`src/rtl/qenc_pu_bin_fsm_pkg.sv`:
```
// Shared CABAC definitions: slice/prediction enums, context index tables,
// the PU encoder state enum and a truncated-unary length helper.
package qdec_cabac_package;

    localparam int CTX_W = 10;

    typedef enum logic [1:0] {
        SLICE_B = 2'd0,
        SLICE_P = 2'd1,
        SLICE_I = 2'd2
    } t_slice_type;

    typedef enum logic [1:0] {
        PRED_L0 = 2'd0,
        PRED_L1 = 2'd1,
        PRED_BI = 2'd2
    } t_pred_idc;

    typedef enum logic [3:0] {
        PU_IDLE           = 4'd0,
        PU_MERGE_FLAG     = 4'd1,
        PU_MERGE_IDX      = 4'd2,
        PU_INTER_PRED_IDC = 4'd3,
        PU_REF_IDX_L0     = 4'd4,
        PU_MVD_L0         = 4'd5,
        PU_MVP_L0         = 4'd6,
        PU_REF_IDX_L1     = 4'd7,
        PU_MVD_L1         = 4'd8,
        PU_MVP_L1         = 4'd9,
        PU_ENDING         = 4'd10
    } t_state_pu_enc;

    localparam logic [CTX_W-1:0] CTXIDX_MERGE_FLAG [1] = '{10'd20};
    localparam logic [CTX_W-1:0] CTXIDX_MERGE_IDX [1] = '{10'd21};
    localparam logic [CTX_W-1:0] CTXIDX_INTER_PRED_IDC [5] =
        '{10'd22, 10'd23, 10'd24, 10'd25, 10'd26};
    localparam logic [CTX_W-1:0] CTXIDX_REF_IDX [2] = '{10'd27, 10'd28};
    localparam logic [CTX_W-1:0] CTXIDX_MVP_FLAG [1] = '{10'd29};

    // Truncated unary: value ones plus a terminating zero, unless value reaches cMax.
    function automatic logic [3:0] tu_num_bins(input logic [3:0] val, input logic [3:0] cmax);
        tu_num_bins = (val >= cmax) ? cmax : (val + 4'd1);
    endfunction

endpackage

```
`src/rtl/qenc_pu_bin_fsm_if.sv`:
```
// Bin stream to the arithmetic-encoder core plus the MVD encoder handshake.
interface qenc_pu_bin_fsm_if #(
    parameter int CTX_AW = 10
);
    logic              bin_val;
    logic [CTX_AW-1:0] bin_ctx_addr;
    logic              bin_ep;
    logic              bin_vld;
    logic              bin_rdy;
    logic              mvd_start;
    logic              mvd_list;
    logic              mvd_done;

    modport master (
        output bin_val, bin_ctx_addr, bin_ep, bin_vld, mvd_start, mvd_list,
        input  bin_rdy, mvd_done
    );

    modport slave (
        input  bin_val, bin_ctx_addr, bin_ep, bin_vld, mvd_start, mvd_list,
        output bin_rdy, mvd_done
    );
endinterface

```
`src/rtl/qenc_pu_bin_fsm.sv`:
```
// Prediction-unit syntax binarizer: turns latched PU syntax into a registered
// bin stream and delegates MVD binarization to the peer MVD encoder.
module qenc_pu_bin_fsm
    import qdec_cabac_package::*;
#(
    parameter int CTX_AW = 10,
    parameter int REF_W  = 4
) (
    input  logic             clk,
    input  logic             rst,
    input  logic             pu_start,
    input  logic             cu_skip_flag,
    input  logic [1:0]       slice_type,
    input  logic [2:0]       maxNumMergeCand,
    input  logic [5:0]       nPbW,
    input  logic [5:0]       nPbH,
    input  logic [2:0]       split_depth,
    input  logic             merge_flag,
    input  logic [2:0]       merge_idx,
    input  logic [1:0]       inter_pred_idc,
    input  logic [REF_W-1:0] num_ref_l0_m1,
    input  logic [REF_W-1:0] num_ref_l1_m1,
    input  logic [REF_W-1:0] ref_idx_l0,
    input  logic [REF_W-1:0] ref_idx_l1,
    input  logic             mvp_l0_flag,
    input  logic             mvp_l1_flag,
    input  logic             mvd_l1_zero_flag,
    qenc_pu_bin_fsm_if.master bus,
    output logic             pu_busy,
    output logic             pu_done_intr
);

    t_state_pu_enc     r_state, w_state_nxt, w_after;
    logic [3:0]        r_cnt, w_cnt_nxt, w_nbins;
    logic              r_bin_val, r_bin_ep, r_bin_vld, r_mvd_start, r_mvd_list, r_busy, r_done;
    logic [CTX_AW-1:0] r_bin_ctx, w_ctx_nxt;
    logic              w_val_nxt, w_ep_nxt, w_vld_nxt, w_mvd_start_nxt, w_mvd_list_nxt, w_done_nxt;
    logic              w_val, w_ep;
    logic [CTX_W-1:0]  w_ctx;
    logic [2:0]        w_sd;

    logic [1:0]        r_slice, r_idc;
    logic [2:0]        r_maxm, r_midx, r_split;
    logic              r_sum12, r_mflag, r_mvp0, r_mvp1, r_mvdz;
    logic [REF_W-1:0]  r_n0, r_n1, r_ref0, r_ref1;

    // Syntax latch, captured only when a PU is accepted in IDLE.
    always_ff @(posedge clk) begin
        if (rst) begin
            r_slice <= 2'd0;  r_idc  <= 2'd0;  r_maxm <= 3'd0;  r_midx <= 3'd0;
            r_split <= 3'd0;  r_sum12 <= 1'b0; r_mflag <= 1'b0;
            r_mvp0  <= 1'b0;  r_mvp1 <= 1'b0;  r_mvdz <= 1'b0;
            r_n0 <= '0; r_n1 <= '0; r_ref0 <= '0; r_ref1 <= '0;
        end else if (r_state == PU_IDLE && pu_start) begin
            r_slice <= slice_type;      r_idc  <= inter_pred_idc;
            r_maxm  <= maxNumMergeCand; r_midx <= merge_idx;
            r_split <= split_depth;     r_mflag <= merge_flag;
            r_sum12 <= (({1'b0, nPbW} + {1'b0, nPbH}) == 7'd12);
            r_mvp0  <= mvp_l0_flag;     r_mvp1 <= mvp_l1_flag;
            r_mvdz  <= mvd_l1_zero_flag;
            r_n0 <= num_ref_l0_m1; r_n1 <= num_ref_l1_m1;
            r_ref0 <= ref_idx_l0;  r_ref1 <= ref_idx_l1;
        end
    end

    assign w_sd = (r_split > 3'd3) ? 3'd3 : r_split;

    // Per-state bin descriptor: bin count, bin r_cnt's value/context, and successor state.
    always_comb begin
        w_nbins = 4'd0;
        w_val   = 1'b0;
        w_ep    = 1'b0;
        w_ctx   = '0;
        w_after = PU_ENDING;
        case (r_state)
            PU_MERGE_FLAG: begin
                w_nbins = 4'd1;
                w_val   = r_mflag;
                w_ctx   = CTXIDX_MERGE_FLAG[0];
                if (r_mflag && r_maxm > 3'd1)  w_after = PU_MERGE_IDX;
                else if (r_mflag)              w_after = PU_ENDING;
                else if (r_slice == SLICE_B)   w_after = PU_INTER_PRED_IDC;
                else                           w_after = PU_REF_IDX_L0;
            end
            PU_MERGE_IDX: begin
                w_nbins = tu_num_bins({1'b0, r_midx}, {1'b0, r_maxm - 3'd1});
                w_val   = (r_cnt < {1'b0, r_midx});
                w_ep    = (r_cnt != 4'd0);
                w_ctx   = CTXIDX_MERGE_IDX[0];
                w_after = PU_ENDING;
            end
            PU_INTER_PRED_IDC: begin
                // 8x4/4x8 PUs cannot be bi-predicted, so only the L0/L1 bin is sent.
                if (r_sum12) begin
                    w_nbins = 4'd1;
                    w_val   = (r_idc == PRED_L1);
                    w_ctx   = CTXIDX_INTER_PRED_IDC[4];
                end else begin
                    w_nbins = (r_idc == PRED_BI) ? 4'd1 : 4'd2;
                    if (r_cnt == 4'd0) begin
                        w_val = (r_idc == PRED_BI);
                        w_ctx = CTXIDX_INTER_PRED_IDC[w_sd];
                    end else begin
                        w_val = (r_idc == PRED_L1);
                        w_ctx = CTXIDX_INTER_PRED_IDC[4];
                    end
                end
                w_after = (r_idc == PRED_L1) ? PU_REF_IDX_L1 : PU_REF_IDX_L0;
            end
            PU_REF_IDX_L0, PU_REF_IDX_L1: begin
                if (r_state == PU_REF_IDX_L0) begin
                    w_nbins = tu_num_bins(4'(r_ref0), 4'(r_n0));
                    w_val   = (r_cnt < 4'(r_ref0));
                    w_after = PU_MVD_L0;
                end else begin
                    w_nbins = tu_num_bins(4'(r_ref1), 4'(r_n1));
                    w_val   = (r_cnt < 4'(r_ref1));
                    w_after = PU_MVD_L1;
                end
                w_ep  = (r_cnt > 4'd1);
                w_ctx = CTXIDX_REF_IDX[r_cnt[0]];
            end
            PU_MVP_L0: begin
                w_nbins = 4'd1;
                w_val   = r_mvp0;
                w_ctx   = CTXIDX_MVP_FLAG[0];
                w_after = (r_slice != SLICE_B || r_idc == PRED_L0) ? PU_ENDING : PU_REF_IDX_L1;
            end
            PU_MVP_L1: begin
                w_nbins = 4'd1;
                w_val   = r_mvp1;
                w_ctx   = CTXIDX_MVP_FLAG[0];
                w_after = PU_ENDING;
            end
            default: begin
                w_nbins = 4'd0;
                w_after = PU_ENDING;
            end
        endcase
    end

    // Next state and next values of every registered output.
    always_comb begin
        w_state_nxt     = r_state;
        w_cnt_nxt       = r_cnt;
        w_vld_nxt       = r_bin_vld;
        w_val_nxt       = r_bin_val;
        w_ep_nxt        = r_bin_ep;
        w_ctx_nxt       = r_bin_ctx;
        w_mvd_start_nxt = 1'b0;
        w_mvd_list_nxt  = r_mvd_list;
        w_done_nxt      = 1'b0;
        case (r_state)
            PU_IDLE: begin
                w_cnt_nxt = 4'd0;
                if (pu_start) begin
                    if (cu_skip_flag && maxNumMergeCand > 3'd1) w_state_nxt = PU_MERGE_IDX;
                    else if (cu_skip_flag)                      w_state_nxt = PU_ENDING;
                    else                                        w_state_nxt = PU_MERGE_FLAG;
                end else begin
                    w_state_nxt = PU_IDLE;
                end
            end
            PU_MVD_L0, PU_MVD_L1: begin
                if (r_state == PU_MVD_L1 && r_mvdz && r_idc == PRED_BI) begin
                    w_state_nxt = PU_MVP_L1;
                    w_cnt_nxt   = 4'd0;
                end else if (r_cnt == 4'd0) begin
                    w_mvd_start_nxt = 1'b1;
                    w_mvd_list_nxt  = (r_state == PU_MVD_L1);
                    w_cnt_nxt       = 4'd1;
                end else if (bus.mvd_done) begin
                    w_state_nxt = (r_state == PU_MVD_L0) ? PU_MVP_L0 : PU_MVP_L1;
                    w_cnt_nxt   = 4'd0;
                end else begin
                    w_cnt_nxt = r_cnt;
                end
            end
            PU_ENDING: begin
                w_done_nxt  = 1'b1;
                w_state_nxt = PU_IDLE;
                w_cnt_nxt   = 4'd0;
            end
            default: begin
                // r_cnt counts bins already loaded into the output register.
                if (!r_bin_vld || bus.bin_rdy) begin
                    if (r_cnt == w_nbins) begin
                        w_vld_nxt   = 1'b0;
                        w_state_nxt = w_after;
                        w_cnt_nxt   = 4'd0;
                    end else begin
                        w_vld_nxt = 1'b1;
                        w_val_nxt = w_val;
                        w_ep_nxt  = w_ep;
                        w_ctx_nxt = w_ep ? '0 : CTX_AW'(w_ctx);
                        w_cnt_nxt = r_cnt + 4'd1;
                    end
                end else begin
                    w_vld_nxt = r_bin_vld;
                end
            end
        endcase
    end

    // State, counter and output registers.
    always_ff @(posedge clk) begin
        if (rst) begin
            r_state     <= PU_IDLE;
            r_cnt       <= 4'd0;
            r_bin_vld   <= 1'b0;
            r_bin_val   <= 1'b0;
            r_bin_ep    <= 1'b0;
            r_bin_ctx   <= '0;
            r_mvd_start <= 1'b0;
            r_mvd_list  <= 1'b0;
            r_busy      <= 1'b0;
            r_done      <= 1'b0;
        end else begin
            r_state     <= w_state_nxt;
            r_cnt       <= w_cnt_nxt;
            r_bin_vld   <= w_vld_nxt;
            r_bin_val   <= w_val_nxt;
            r_bin_ep    <= w_ep_nxt;
            r_bin_ctx   <= w_ctx_nxt;
            r_mvd_start <= w_mvd_start_nxt;
            r_mvd_list  <= w_mvd_list_nxt;
            r_busy      <= (w_state_nxt != PU_IDLE);
            r_done      <= w_done_nxt;
        end
    end

    assign bus.bin_val      = r_bin_val;
    assign bus.bin_ctx_addr = r_bin_ctx;
    assign bus.bin_ep       = r_bin_ep;
    assign bus.bin_vld      = r_bin_vld;
    assign bus.mvd_start    = r_mvd_start;
    assign bus.mvd_list     = r_mvd_list;
    assign pu_busy          = r_busy;
    assign pu_done_intr     = r_done;

endmodule

```
`src/flat_wrapper.sv`:
```
// flat-port wrapper written by rule: the top's interface ports become plain ports
module qenc_pu_bin_fsm_flat import qdec_cabac_package::*;
#(
    parameter int CTX_AW = 10,
    parameter int REF_W  = 4
)
  (clk, rst, pu_start, cu_skip_flag, slice_type, maxNumMergeCand, nPbW, nPbH, split_depth, merge_flag, merge_idx, inter_pred_idc, num_ref_l0_m1, num_ref_l1_m1, ref_idx_l0, ref_idx_l1, mvp_l0_flag, mvp_l1_flag, mvd_l1_zero_flag, pu_busy, pu_done_intr, bus_bin_val, bus_bin_ctx_addr, bus_bin_ep, bus_bin_vld, bus_mvd_start, bus_mvd_list, bus_bin_rdy, bus_mvd_done);
  qenc_pu_bin_fsm_if #(.CTX_AW(CTX_AW)) bus_i ();
  input  logic clk;
  input  logic rst;
  input  logic pu_start;
  input  logic cu_skip_flag;
  input  logic [1:0] slice_type;
  input  logic [2:0] maxNumMergeCand;
  input  logic [5:0] nPbW;
  input  logic [5:0] nPbH;
  input  logic [2:0] split_depth;
  input  logic merge_flag;
  input  logic [2:0] merge_idx;
  input  logic [1:0] inter_pred_idc;
  input  logic [REF_W-1:0] num_ref_l0_m1;
  input  logic [REF_W-1:0] num_ref_l1_m1;
  input  logic [REF_W-1:0] ref_idx_l0;
  input  logic [REF_W-1:0] ref_idx_l1;
  input  logic mvp_l0_flag;
  input  logic mvp_l1_flag;
  input  logic mvd_l1_zero_flag;
  output logic pu_busy;
  output logic pu_done_intr;
  output wire logic [$bits(bus_i.bin_val)-1:0] bus_bin_val;
  output wire logic [$bits(bus_i.bin_ctx_addr)-1:0] bus_bin_ctx_addr;
  output wire logic [$bits(bus_i.bin_ep)-1:0] bus_bin_ep;
  output wire logic [$bits(bus_i.bin_vld)-1:0] bus_bin_vld;
  output wire logic [$bits(bus_i.mvd_start)-1:0] bus_mvd_start;
  output wire logic [$bits(bus_i.mvd_list)-1:0] bus_mvd_list;
  input wire logic [$bits(bus_i.bin_rdy)-1:0] bus_bin_rdy;
  input wire logic [$bits(bus_i.mvd_done)-1:0] bus_mvd_done;
  assign bus_bin_val = bus_i.bin_val;
  assign bus_bin_ctx_addr = bus_i.bin_ctx_addr;
  assign bus_bin_ep = bus_i.bin_ep;
  assign bus_bin_vld = bus_i.bin_vld;
  assign bus_mvd_start = bus_i.mvd_start;
  assign bus_mvd_list = bus_i.mvd_list;
  assign bus_i.bin_rdy = bus_bin_rdy;
  assign bus_i.mvd_done = bus_mvd_done;
  qenc_pu_bin_fsm #(.CTX_AW(CTX_AW), .REF_W(REF_W)) u_core (.clk(clk), .rst(rst), .pu_start(pu_start), .cu_skip_flag(cu_skip_flag), .slice_type(slice_type), .maxNumMergeCand(maxNumMergeCand), .nPbW(nPbW), .nPbH(nPbH), .split_depth(split_depth), .merge_flag(merge_flag), .merge_idx(merge_idx), .inter_pred_idc(inter_pred_idc), .num_ref_l0_m1(num_ref_l0_m1), .num_ref_l1_m1(num_ref_l1_m1), .ref_idx_l0(ref_idx_l0), .ref_idx_l1(ref_idx_l1), .mvp_l0_flag(mvp_l0_flag), .mvp_l1_flag(mvp_l1_flag), .mvd_l1_zero_flag(mvd_l1_zero_flag), .bus(bus_i), .pu_busy(pu_busy), .pu_done_intr(pu_done_intr));
endmodule
```
`config.mk`:
```
export PLATFORM = sky130hd
export DESIGN_NAME = qenc_pu_bin_fsm_flat
export DESIGN_NICKNAME = d
export VERILOG_FILES = /design/src/rtl/qenc_pu_bin_fsm_pkg.sv /design/src/rtl/qenc_pu_bin_fsm_if.sv /design/src/rtl/qenc_pu_bin_fsm.sv /design/src/flat_wrapper.sv
export SDC_FILE = /design/constraint.sdc
export NUM_CORES = 1
export LEC_CHECK = 0
export CAP_MARGIN = 20
export CORE_MARGIN = 4
export CORE_UTILIZATION = 46
export DETAILED_ROUTE_END_ITERATION = 7
export GPL_TIMING_DRIVEN = 1
export PLACE_DENSITY_LB_ADDON = 0.08
export SYNTH_ARGS = -nofsm -noshare
export SYNTH_HDL_FRONTEND = slang
export SYNTH_SLANG_ARGS = --single-unit
```
`constraint.sdc`:
```
create_clock -name clk -period 4.05 [get_ports clk]
set_input_delay 1.215 -clock clk [delete_from_list [all_inputs] [get_ports clk]]
set_output_delay 1.215 -clock clk [all_outputs]
set_load 0.03 [all_outputs]
```
After elaboration in Yosys (flattened, before gate mapping)
Memories as Yosys holds them, arrays and structs flattened.
Cells that the tools add are included.
Storage, ports and cells
  register bits after elaboration: 59
  memory bits (read-only): 80
  input port bits: 51
  memories: 1
Memory list
  (name not given): words 8, width 10, rd ports 1, clocked after Yosys merged registers in 0, wr ports 0, RTL line qenc_pu_bin_fsm.sv:102  | w_ctx = CTXIDX_INTER_PRED_IDC[w_sd];
Operators by class
  add/subtract/negate cells: 6
  $lt $le $gt $ge: 12
  eq/ne operators: 15
  multiplexer cells: 48
  bitwise gates (word level): 6
  reduce and logical (&&, ||, !) cells: 27
Operator list (count)
  4-bit two-way mux: 23
  10-bit two-way mux: 7
  10-bit case mux with 5 select lines: 1
  4-bit case mux with 4 select lines: 2
  4-bit by 3-bit == test with 1-bit output, second input constant: 4
  4-bit by 1-bit adder with 4-bit output, second input constant: 3
  4-bit == test, second input constant: 3
  4-bit case mux with 3 select lines: 1
  3-bit two-way mux: 3
  4-bit by 2-bit == test with 1-bit output, second input constant: 2
  4-bit greater-or-equal comparator: 2
  4-bit zero test: 2
  4-bit < comparator: 2
  4-bit case mux with 2 select lines: 1
  4-bit nonzero test: 2
  2-bit OR reduction: 4
  6-bit by 6-bit adder with 7-bit output: 1
  7-bit by 4-bit == test with 1-bit output, second input constant: 1
  3-bit by 1-bit greater-than comparator with 1-bit output, second input constant: 2
  1-bit two-way mux: 6
  1-bit case mux with 6 select lines: 1
  3-bit AND reduction: 2
  3-bit OR reduction: 2
  1-bit logical AND: 5
  other kinds (25): 32

Longest topological paths before layout
  word-level depth: 10
  gate-level depth with buffers: 14

Least setup slack after synthesis
OpenSTA, ideal clock, no wires.
  path kind: register -> register
  from: register u_core.r_ref1[0]
  to: register u_core.r_busy (netlist: u_core.pu_busy)
  data arrival time: 2.864 ns
  required time: 3.907 ns
  setup slack: 1.043 ns
  stages on the path, launching flop included: 13
  period minus slack after synthesis: 3.007 ns
  cell sequence: dfxtp_1 -> inv_1 -> ha_1 -> nand2b_4 -> a2111oi_4 -> nor3_1 -> or4_1 -> o311ai_1 -> and2_1 -> o211ai_4 -> nand4bb_1 -> a31oi_1 -> a41oi_1
On the way
  longest elaborated chain between the ends: 9
  elaborated cells on any way between the ends: 10
  those cells by class: add/sub (1); order compare (1); eq/ne (1); mux (6); reduce/logical (1)
RTL lines
  start: declaration: RTL line qenc_pu_bin_fsm.sv:45  | logic [REF_W-1:0] r_n0, r_n1, r_ref0, r_ref1;
  start signal: assignment: RTL line qenc_pu_bin_fsm.sv:62  | r_ref0 <= ref_idx_l0; r_ref1 <= ref_idx_l1;
  4-bit by 1-bit adder with 4-bit output or 4-bit greater-or-equal comparator (tied branches): RTL line qenc_pu_bin_fsm_pkg.sv:42  | tu_num_bins = (val >= cmax) ? cmax : (val + 4'd1);
  4-bit two-way mux (*): RTL line qenc_pu_bin_fsm_pkg.sv:42
  4-bit two-way mux (*): RTL line qenc_pu_bin_fsm.sv:111  | if (r_state == PU_REF_IDX_L0) begin
  4-bit case mux with 4 select lines (*): RTL line qenc_pu_bin_fsm.sv:75  | case (r_state)
  4-bit == test (*): RTL line qenc_pu_bin_fsm.sv:187  | if (r_cnt == w_nbins) begin
  4-bit two-way mux (*): RTL line qenc_pu_bin_fsm.sv:187
  4-bit two-way mux (*): RTL line qenc_pu_bin_fsm.sv:186  | if (!r_bin_vld || bus.bin_rdy) begin
  4-bit case mux with 3 select lines (*): RTL line qenc_pu_bin_fsm.sv:153  | case (r_state)
  4-bit nonzero test (*): RTL line qenc_pu_bin_fsm.sv:227  | r_busy <= (w_state_nxt != PU_IDLE);
  end signal: assignment: RTL line qenc_pu_bin_fsm.sv:227
  end: declaration: RTL line qenc_pu_bin_fsm.sv:35  | logic r_bin_val, r_bin_ep, r_bin_vld, r_mvd_start, r_mvd_list, r_busy, r_done;
Mark *: on every way between the ends. The rest lies on a longest branch, timed or not.
A chain may end at the register's enable or synchronous reset.

Worst setup path in the final report
Same ends and word-level chain as after synthesis.

==> out/metrics.cfg <==
[clocking]
clk_pin_slew_ns=0.09
clock_latency_ns=0.30
cts_tree=done
post_cts_buffers=0
hold_buffers=0
root_buffer=clkbuf_8
clock_path_buffers=2
htreeDepth=2
cts_num_sinks=54
cts_made_buffers=5
cts_resized=0

[route]
vias=3383
drc=0
avgRoutedWirePerCell_um=14.2
dr.pass1.iters=4
viasPerCell=5.42
drtIter0Drc=159
postRouteAntennaNets=0
routed_wl_um=8890

[floorplanning]
ios=68
die_w_um=97.2
die-height_um=97.2
rows=32
die-area_um2=9450
fp.coreArea_um2=7730
start_util=0.474

[hold_path]
hold_depth=2
hp-class=register to register
min_to=u_core.bus.bin_ctx_addr[2]$_SDFFE_PP0P_
min_from=u_core.bus.bin_ctx_addr[2]$_SDFFE_PP0P_

[worst_setup_path]
r2r_end=u_core.pu_busy$_SDFF_PP0_
cp_max_fo=8
cp_top_family=compound AO/OA/AOI/OAI gates
rrSetupSlack_ns=0.63
required_ns=4.18
path_buf_inv=1
crit_path_end_kind=register
cpMaxStageDelayCell=a2111oi_4
path_cells=inv_1, ha_1, nand2b_4, a2111oi_4, o21ai_1, o31a_1, a221o_1, o21a_1, o211ai_4, nor2_1, a311oi_1, a41oi_1
start_kind=register
cp.arrival_ns=3.56
cpPeakStageDelay_ns=0.55
worstRegToRegCells=12
r2r_start=u_core.r_ref1[0]$_SDFFE_PP0P_
path_class=register to register

[logic_synthesis]
ys_seq_area_frac=0.295
post_synth.cell_area_avg_um2=7.70
yosysWarnings=0
synth_area_um2=3660
synth_ff_type=dfxtp_1
syn_inst=475
synth_cell_types=69
synthArstFlopShare=0
synth_edf_count=0
synth-seq-cells=54

[sta]
fin_crit_sh=0.846
rsz0062_at_grt=false
fmax_ghz=0.292
worst_pin_slew_ns=1.00
setup_viol=0
hold_viol=0
fin_tns_setup_ns=0
skew_ns=0.00692
slew_violations=0
min_period_ns=3.42
relSlewSlack=0.331

[cells_and_area]
fin_cells=624
diodes=0
area_growth_pct=19.9
nets=607
drive_gt1_frac=0.0498

[run_status]
outcome=finished, final reports clean

[pwr]
p_leak_nw=1.73
power_density_nw_per_um2=519
max-vdd-ir-drop_mv=0.213

[grt]
grt_pass1_vias=3248
grt_max_degree=55
grt_overflow=0
grt_use_total=0.187
antenna_found_initial=0
grt_pass1_wl_um=15000

[place]
port_buffers=62
dp_hpwl_um=6910
gp_congestion=0.859
numPlacedInstances=617

[job]
cap_violations=0

==> metrics by stage <==
stage                     setup WS, ns  hold slack [ns]  power (mW)  utilization  instance area (µm²)
final                            0.626            0.454        2.28        0.568                 4390
after global placement           0.598            0.440        1.98        0.558                 4310
after CTS                        0.658            0.460        2.29        0.568                 4390
after detailed placement         0.580            0.448        2.00        0.558                 4310
after floorplan                   1.04            0.436        1.69            -                 3670
after global routing             0.359            0.477        2.47        0.568                 4390
==> worst reg2reg max path, delay by kind of cell, from the launching register on <==
family / cells / cell delay (ns)
AO/OA/AOI/OAI: 8 / 2.25
adder cells (fa/ha/maj): 1 / 0.29
buffers and inverters: 1 / 0.07
flip-flops: 1 / 0.42
AND/OR/NAND/NOR: 2 / 0.24
==> synth_stat cells (3+ instances only) <==
master / number / area (µm²)
a211oi_1: 5 / 37.5
a21boi_0: 4 / 30.0
a21o_1: 7 / 52.6
a21oi_1: 50 / 250
a31oi_1: 4 / 25.0
a32oi_1: 3 / 26.3
and2_1: 4 / 25.0
and3_1: 3 / 18.8
buf_4: 5 / 37.5
clkbuf_1: 21 / 78.8
dfxtp_1: 54 / 1080
ha_1: 33 / 413
inv_1: 29 / 109
mux2i_1: 7 / 70.1
nand2_1: 90 / 338
nand2b_1: 8 / 50.1
nand3_1: 10 / 50.1
nand4_1: 3 / 18.8
nor2_1: 34 / 128
nor2b_1: 3 / 18.8
nor3_1: 6 / 30.0
nor4_1: 4 / 25.0
o211a_1: 4 / 40.0
o21a_1: 5 / 37.5
o21ai_0: 16 / 80.1
or4_1: 3 / 22.5
xnor2_1: 7 / 61.3
==> area by class of cell <==
cell class | instances | area, µm²
well taps | 102 | 128
fillers | 779 | 3340
multi-input cells | 367 | 2360
repair buffers | 65 | 638
inverters | 29 | 109
flip-flops and latches | 54 | 1080
clock buffers | 7 | 76.3
==> layer usage <==
| metal | vias up | track usage | part of all wire |
|---|---|---|---|
| li1 | 1737 | - | - |
| met1 | 1565 | 0.256 | 0.48 |
| met5 | - | 0 | 0 |
| met4 | 0 | 0.0443 | 0.0078 |
| met3 | 6 | 0.0266 | 0.041 |
| met2 | 75 | 0.313 | 0.47 |
==> flip-flops by register name, summed over array words and instances (netlist names), 2 cells and up <==
register,count
u_core.r_ref1,4
u_core.r_n0,4
u_core.r_maxm,3
u_core.r_cnt,4
u_core.bus.bin_ctx_addr,5
u_core.r_split,3
u_core.r_midx,3
u_core.r_ref0,4
u_core.r_idc,2
u_core.r_n1,4
u_core.r_state,4
u_core.r_slice,2
==> kinds of logic after synthesis <==
logic type / after synthesis / synth area share
simple gates: 181 / 0.233
compound gates: 130 / 0.243
buf+inv: 58 / 0.0650
flops: 54 / 0.295
fa+ha+maj: 34 / 0.118
xor+xnor: 9 / 0.0215
mux: 8 / 0.0222
other cells: 1 / 0.00102
==> layout by cell type, fill, tap and decap left out, types with 5 or more instances in the layout <==
cell	instances
a211oi_1	5
a21o_1	7
a21oi_1	50
clkbuf_8	5
clkdlybuf4s50_1	61
conb_1	5
dfxtp_1	54
ha_1	33
inv_1	29
mux2i_1	7
nand2_1	90
nand2b_1	8
nand3_1	10
nor2_1	34
nor3_1	6
o21a_1	5
o21ai_0	16
xnor2_1	7
==> worst max path at each step <==
stage	from	end	slack, ns	cells after the start
floorplan	u_core.r_ref1[0]$_SDFFE_PP0P_	u_core.pu_busy$_SDFF_PP0_	1.04	12
global placement	nPbW[0]	u_core.r_sum12$_SDFFE_PP0P_	0.60	8
detailed placement	nPbW[0]	u_core.r_sum12$_SDFFE_PP0P_	0.58	8
CTS	u_core.r_ref1[0]$_SDFFE_PP0P_	u_core.pu_busy$_SDFF_PP0_	0.66	12
global route	u_core.r_maxm[0]$_SDFFE_PP0P_	u_core.pu_busy$_SDFF_PP0_	0.36	13
finish	u_core.r_ref1[0]$_SDFFE_PP0P_	u_core.pu_busy$_SDFF_PP0_	0.63	12
==> power breakdown <==
| part | switching [mW] | total, mW | internal [mW] |
|---|---|---|---|
| sequential | 0.139 | 0.780 | 0.641 |
| clock | 0.162 | 0.281 | 0.120 |
| combinational | 0.715 | 1.22 | 0.500 |
(Power assumes the default switching activity.)
